===== src/rtl/register_bank.sv =====
// CPU-visible register bank: read-only inputs, byte-enabled RW registers and a W1C
// interrupt block, with single-cycle registered reads.
module register_bank_rwreg #(
    parameter int                    DATA_WIDTH = 32,
    parameter logic [DATA_WIDTH-1:0] RST_VAL    = '0
) (
    input  logic                  ipClk,
    input  logic                  Reset,
    input  logic                  ipWe,
    input  logic [DATA_WIDTH-1:0] ipWrData,
    input  logic [DATA_WIDTH-1:0] ipMask,
    output logic [DATA_WIDTH-1:0] opData,
    output logic                  opStrobe
);
    logic [DATA_WIDTH-1:0] r_data;
    logic                  r_strobe;

    always_ff @(posedge ipClk) begin
        if (Reset) begin
            r_data   <= RST_VAL;
            r_strobe <= 1'b0;
        end else begin
            r_strobe <= ipWe;
            if (ipWe)
                r_data <= (r_data & ~ipMask) | (ipWrData & ipMask);
        end
    end

    assign opData   = r_data;
    assign opStrobe = r_strobe;
endmodule

module register_bank #(
    parameter int DATA_WIDTH = 32,
    parameter int ADDR_WIDTH = 8,
    parameter int NUM_RO     = 4,
    parameter int NUM_RW     = 4,
    parameter int NUM_IRQ    = 8,
    parameter logic [NUM_RW*DATA_WIDTH-1:0] RW_RESET = '0
) (
    input  logic                         ipClk,
    input  logic                         Reset,
    input  logic [ADDR_WIDTH-1:0]        ipAddress,
    input  logic [DATA_WIDTH-1:0]        ipWrData,
    input  logic [DATA_WIDTH/8-1:0]      ipByteEnable,
    input  logic                         ipWrEnable,
    input  logic                         ipRdEnable,
    output logic [DATA_WIDTH-1:0]        opRdData,
    output logic                         opRdValid,
    output logic                         opRdError,
    input  logic [NUM_RO*DATA_WIDTH-1:0] ipRoData,
    output logic [NUM_RW*DATA_WIDTH-1:0] opRwData,
    output logic [NUM_RW-1:0]            opWrStrobe,
    input  logic [NUM_IRQ-1:0]           ipIrqEvent,
    output logic                         opIrq
);
    localparam logic [ADDR_WIDTH-1:0] A_STAT = ADDR_WIDTH'(8'h80);
    localparam logic [ADDR_WIDTH-1:0] A_EN   = ADDR_WIDTH'(8'h81);
    localparam logic [ADDR_WIDTH-1:0] A_PEND = ADDR_WIDTH'(8'h82);

    logic [DATA_WIDTH-1:0] w_mask;
    logic [DATA_WIDTH-1:0] w_rdData;
    logic                  w_rdErr;
    logic [NUM_RW-1:0]     w_rwWe;
    logic [NUM_RW-1:0]     w_strobe;
    logic                  w_anyBe;
    logic                  w_enWe;
    logic                  w_stWe;
    logic [NUM_IRQ-1:0]    w_clr;
    logic [NUM_IRQ-1:0]    w_pend;

    logic [DATA_WIDTH-1:0] r_rdData;
    logic                  r_rdValid;
    logic                  r_rdError;
    logic [NUM_IRQ-1:0]    r_irqEn;
    logic [NUM_IRQ-1:0]    r_status;
    logic                  r_irq;

    always_comb begin
        w_mask = '0;
        for (int j = 0; j < DATA_WIDTH; j++)
            w_mask[j] = ipByteEnable[j/8];
    end

    assign w_anyBe = |ipByteEnable;
    assign w_enWe  = ipWrEnable && (ipAddress == A_EN);
    assign w_stWe  = ipWrEnable && (ipAddress == A_STAT);
    assign w_clr   = w_stWe ? (ipWrData[NUM_IRQ-1:0] & w_mask[NUM_IRQ-1:0]) : '0;
    assign w_pend  = r_status & r_irqEn;

    always_comb begin
        w_rwWe = '0;
        for (int i = 0; i < NUM_RW; i++)
            w_rwWe[i] = ipWrEnable && w_anyBe && (ipAddress == ADDR_WIDTH'(64 + i));
    end

    genvar g;
    generate
        for (g = 0; g < NUM_RW; g++) begin : g_rw
            register_bank_rwreg #(
                .DATA_WIDTH (DATA_WIDTH),
                .RST_VAL    (RW_RESET[g*DATA_WIDTH +: DATA_WIDTH])
            ) u_reg (
                .ipClk    (ipClk),
                .Reset    (Reset),
                .ipWe     (w_rwWe[g]),
                .ipWrData (ipWrData),
                .ipMask   (w_mask),
                .opData   (opRwData[g*DATA_WIDTH +: DATA_WIDTH]),
                .opStrobe (w_strobe[g])
            );
        end
    endgenerate

    // Read mux works on pre-write state, so a same-cycle write or event is not seen.
    always_comb begin
        w_rdData = '0;
        w_rdErr  = 1'b1;
        for (int i = 0; i < NUM_RO; i++)
            if (ipAddress == ADDR_WIDTH'(i)) begin
                w_rdData = ipRoData[i*DATA_WIDTH +: DATA_WIDTH];
                w_rdErr  = 1'b0;
            end
        for (int i = 0; i < NUM_RW; i++)
            if (ipAddress == ADDR_WIDTH'(64 + i)) begin
                w_rdData = opRwData[i*DATA_WIDTH +: DATA_WIDTH];
                w_rdErr  = 1'b0;
            end
        if (ipAddress == A_STAT) begin
            w_rdData = DATA_WIDTH'(r_status);
            w_rdErr  = 1'b0;
        end
        if (ipAddress == A_EN) begin
            w_rdData = DATA_WIDTH'(r_irqEn);
            w_rdErr  = 1'b0;
        end
        if (ipAddress == A_PEND) begin
            w_rdData = DATA_WIDTH'(w_pend);
            w_rdErr  = 1'b0;
        end
    end

    always_ff @(posedge ipClk) begin
        if (Reset) begin
            r_rdData  <= '0;
            r_rdValid <= 1'b0;
            r_rdError <= 1'b0;
            r_irqEn   <= '0;
            r_status  <= '0;
            r_irq     <= 1'b0;
        end else begin
            r_rdValid <= ipRdEnable;
            r_rdError <= ipRdEnable & w_rdErr;
            r_rdData  <= ipRdEnable ? w_rdData : '0;
            if (w_enWe)
                r_irqEn <= (r_irqEn & ~w_mask[NUM_IRQ-1:0]) |
                           (ipWrData[NUM_IRQ-1:0] & w_mask[NUM_IRQ-1:0]);
            r_status  <= (r_status & ~w_clr) | ipIrqEvent;
            r_irq     <= |w_pend;
        end
    end

    // Pulse outputs are also masked by Reset so a response already in flight is dropped.
    assign opRdData   = r_rdData & {DATA_WIDTH{~Reset}};
    assign opRdValid  = r_rdValid & ~Reset;
    assign opRdError  = r_rdError & ~Reset;
    assign opWrStrobe = w_strobe & {NUM_RW{~Reset}};
    assign opIrq      = r_irq & ~Reset;
endmodule

===== config.mk =====
export PLATFORM = sky130hd
export DESIGN_NAME = register_bank
export DESIGN_NICKNAME = d
export VERILOG_FILES = /design/src/rtl/register_bank.sv
export SDC_FILE = /design/constraint.sdc
export NUM_CORES = 1
export LEC_CHECK = 0
export ABC_AREA = 1
export CORE_ASPECT_RATIO = 0.7
export CORE_MARGIN = 5
export CORE_UTILIZATION = 55
export CTS_CLUSTER_SIZE = 8
export DETAILED_ROUTE_END_ITERATION = 10
export DONT_BUFFER_PORTS = 1
export PLACE_DENSITY = 0.7
export SETUP_SLACK_MARGIN = 0.5
export SYNTH_ARGS = -nofsm -noshare
export SYNTH_HDL_FRONTEND = slang
export SYNTH_SLANG_ARGS = --single-unit

===== constraint.sdc =====
create_clock -name ipClk -period 4.5 [get_ports ipClk]
set_clock_uncertainty 0.2 [all_clocks]
set_input_delay 0.45 -clock ipClk [delete_from_list [all_inputs] [get_ports ipClk]]
set_output_delay 0.45 -clock ipClk [all_outputs]
set_load 0.05 [all_outputs]

* Word level (Yosys, flattened, before mapping)
Cells that the tools add are included.
** Cells by class
- Eq/ne operators :: 10
- Multiplexer cells :: 23
- Bitwise gates (word level) :: 26
- Reductions and logical operators :: 12
** Operators with widths (number)
- $mux 32 :: 8
- $and 32x32->32 :: 6
- $or 32x32->32 :: 4
- $and 8x8->8 :: 4
- $eq 8x7->1 const B :: 4
- $mux 8 :: 4
- $not 32->32 :: 1
- $eq 8x8->1 const B :: 3
- $eq 8x2->1 const B :: 2
- $not 8->8 :: 2
- $or 8x8->8 :: 2
- $mux 1 :: 11
- $eq 8x1->1 const B :: 1
- $logic_not 8->1 :: 1
- $reduce_or 8->1 :: 1
- $logic_and 1x1->1 :: 7
- $reduce_or 5->1 :: 1
- $and 1x1->1 :: 4
- $and 4x4->4 :: 1
- $reduce_or 4->1 :: 1
- $not 1->1 :: 2
- $reduce_or 2->1 :: 1
** Word-level totals
- Register bits :: 183
- Input bits :: 184
- Output and inout bits :: 167
- Logic and storage cells :: 86

* Logic depth before layout (Yosys ltp)
- Word-level depth :: 13
- Depth in mapped cells :: 13
- Gate-level depth less buffers :: 12

* Hierarchy
From an unflattened synthesis, not the netlist that was laid out.
** Unflattened totals
- Cells, all modules :: 1660
- Area, all modules :: 10179.8 sq um
** Modules (own cells, without submodules)
- register_bank_rwreg :: instances 4, cells each 235, area an instance 1508.9 sq um, seq. area each 660.6 sq um
- register_bank :: instances 1, cells each 720, area an instance 4144.0 sq um, seq. area each 1021.0 sq um

* Worst setup path before layout
OpenSTA, ideal clock, no wires.
- Path type :: input -> register
- Start :: input ipByteEnable[1]
- End :: register (tool-made name)
- Library setup time :: 132 ps
- Data arrival time :: 1890 ps
- Data required time :: 4168 ps
- Slack :: 2278 ps
- Cell stages on the path :: 6
- Path buffers :: 2
- Path through :: clkbuf_1 o41ai_2 nor2_2 clkbuf_1 nand3_1 a21oi_1
** RTL lines
- start, declared :: line 45 : input logic [DATA_WIDTH/8-1:0] ipByteEnable,

* Worst setup path after layout
- Start :: input ipAddress[5]
- End :: register r_rdData[22]
** Between the ends
- Word-level cells in the longest chain between the ends :: 9
- Elaborated cells between the ends (all ways) :: 20
- Those cells by class :: 10 x eq/ne; 8 x mux; 2 x reduce/logical
** Ends and longest elaborated chain
- start, declared :: line 43 : input logic [ADDR_WIDTH-1:0] ipAddress,
- $logic_not 8->1 :: line 120 : if (ipAddress == ADDR_WIDTH'(i)) begin
- $mux 32 (4 in series) :: line 120
- $mux 32 (4 in series) :: line 125 : if (ipAddress == ADDR_WIDTH'(64 + i)) begin
- end signal, assigned :: line 154 : r_rdData <= ipRdEnable ? w_rdData : '0;
- end, declared :: line 72 : logic [DATA_WIDTH-1:0] r_rdData;
Several ways; a longest one is shown, not always the timed one.
A chain may end at the register's enable or synchronous reset.

==> impl_results.md <==
* Run status: completed
* HP Class: in2reg
* Startpoint types: input pin
* Crit share post-route at 69.5%
* Dpl hpwl at 24000 um
* Synth area leader: dfxtp_1
* Synth unique cells at 23
* Final Non-Filler Cells at 1527
* F_max at between 0.3 and 0.4 GHz
* Mapped Avg Cell Area at 6.58 um2
* First-pass GRT wire length at ~52000 um
* Starting Density at 55.7%
* Synth Instances at 1310
* Die Span Y at 115 um
* Share of the synthesized area in the top cell type at 42.5%
* Nets at about 1500
* WL/cell at between 20 and 25 um
* Fin. max-slew vios at 0
* VDD IR max at 0.000279 V
* Global Route Usage Sum at between 30% and 40%
* Core area at around 15000 um2
* Worst-path clk slew at roughly 70 ps
* Most common cell in the synthesized netlist: nand2_1
* I/O pin count at about 350
* RSZ-0062 raised after global routing: false
* Worst-margin pin slew at 1210 ps
* Post-Route WL at 35200 um
* RD Place Congestion at around 0.9
* Clock Path Buffers at 2
* Crit path time final at 3130 ps
* WS Path Type: in2reg
* Rows at 38
* Via count at 9435
* Setup TNS at 0 ps
* Largest net degree at the start of global routing at ~120
* DRC errors left at 0
* Met2 Use GR at 54.3%
* Initial antenna violation count at 0
* Top cells by area, synth: dfxtp_1, nand2_1, a21oi_1
* CP max FO at 34
* H-tree depth at 4
* Async SR Flop Fraction at 0%
* Area delta synth->final at 14.2%
* Vias in the first global route at 8578
* Ant diodes at 0
* CTS root buf: clkbuf_16
* Clock Sink Count at 183
* Required @ worst endpoint at roughly 4700 ps
* DRT iter0 DRCs at about 1100
* Layout filler cell count at between 1000 and 1500
* WP data arrival at between 3000 and 4000 ps
* Layout cells sized above 1 at approximately 4.3%
* Post-synthesis register bit count at 183
* Leakage at between 3 and 4 nW
* Area of the multi-input gates at around 4200 um2
* Relative slew margins at 18.3%
* Inst Count DP at 1445
* Synth top cells by count: nand2_1, a21oi_1, dfxtp_1
* Setup violations, final at 0
* Number of synthesized flops with an enable pin at 0
* Synth warn at 0
* CTS resizes at 0
* Vias per inst at slightly above 6
* # hold bufs at CTS at 50
* Met3 GRT Util at 18.0%
* Final Hold Vio Count at 0
* Pre-antenna DRT Iters at 7
* Grt met1 use at around 48%
* IO Port Bufs at 0
* Cell Pwr Density at around 350 nW/um2
* Max_cap viols at 0
* CTS tree: built
* Register area share after synthesis at 42.5%
* Most used routing layer: met2
* Total global routing overflow at 0
* Primary FF master, synth: dfxtp_1
* Die area at 18300 um2
* Clock Latency Late Sink at 440 ps
* Net count after synthesis at 1494
* Synthesized area at between 8000 and 9000 um2
* Post CTS Setup Buffer Count at 0
* Die Wd at 160 um
* Reg area at about 3700 um2
* CP endpoint kind: flop
* ANT nets after route at 0
* CTS buffer count at 17
## critical path, stage by stage
cell and delay (ps):
nor2_1 250, nand2_1 170, clkinv_1 80, buf_4 380, nand2_1 120, inv_1 860
nand2_1 110, nand4_1 110, o21ai_0 350, nand4_1 190, nand2_1 150, inv_1 80
## metrics by stage
| step | area [um2] | setup slack, ps | total power, W | utilization, % | hold slack (ps) |
|---|---|---|---|---|---|
| 3_5_place_dp | 8690 | 1020 | 0.00175 | 56.2 | 273 |
| 5_1_grt | 9840 | 1180 | 0.00350 | 63.7 | 18.9 |
| 6_report | 9840 | 1370 | 0.00341 | 63.7 | 17.2 |
| 3_3_place_gp | 8690 | 1120 | 0.00175 | 56.2 | 271 |
| 4_1_cts | 9840 | 1460 | 0.00341 | 63.7 | 3.50 |
| 2_1_floorplan | 8610 | 2280 | 0.00176 | - | 262 |
## report_power, final
group | internal (W) | switching, W | total (W)
Combinational | 0.0000448 | 0.000109 | 0.000154
Sequential | 0.00163 | 0.00000827 | 0.00163
Clock | 0.000954 | 0.000669 | 0.00162
Total | 0.00263 | 0.000786 | 0.00341
## layer usage
layer  vias to the layer above  share of wire (%)
li1                       4307                  -
met5                         -                  0
met1                      4324                 39
met4                         0                2.4
met3                        82                 16
met2                       722                 42
## cell usage in the layout (no fill, tap or decap), types with 13 or more instances in the layout
cell type,instances
a21oi_1,185
inv_1,128
o21ai_0,82
nor2_1,91
nand3_1,182
dfxtp_1,183
nand4_1,28
buf_4,13
clkbuf_16,17
nand2_1,319
dlygate4sd3_1,49
## cell type report
| cell class | count | share of cell area (%) |
|---|---|---|
| multi-input cells | 913 | 42.3 |
| flip-flops and latches | 183 | 37.2 |
| repair buffers | 63 | 6.26 |
| inverters | 136 | 5.19 |
| clock buffers | 19 | 4.50 |
| well taps | 200 | 2.54 |
| clock inverters | 13 | 1.93 |
## kinds of logic (layout without fill, tap and decap cells)
logic type	Yosys count	in the layout	share of synthesized area [%]
compound gates	277	277	16.6
buf+inv	214	231	9.44
flops	183	183	42.5
simple gates	636	636	31.4
## final timing paths
path / from / endpoint / slack (ps) / cells after the start
worst max-delay path: ipAddress[5] / r_rdData[22]$_SDFF_PP0_ / 1370 / 12
worst min register to register: r_status[3]$_SDFF_PP0_ / r_status[3]$_SDFF_PP0_ / 290 / 2
worst max register to register: flop / flop / 2780 / 3
worst min-delay path: ipWrData[23] / flop / 20 / 2
No activity file was read; power rests on OpenSTA's default activity.
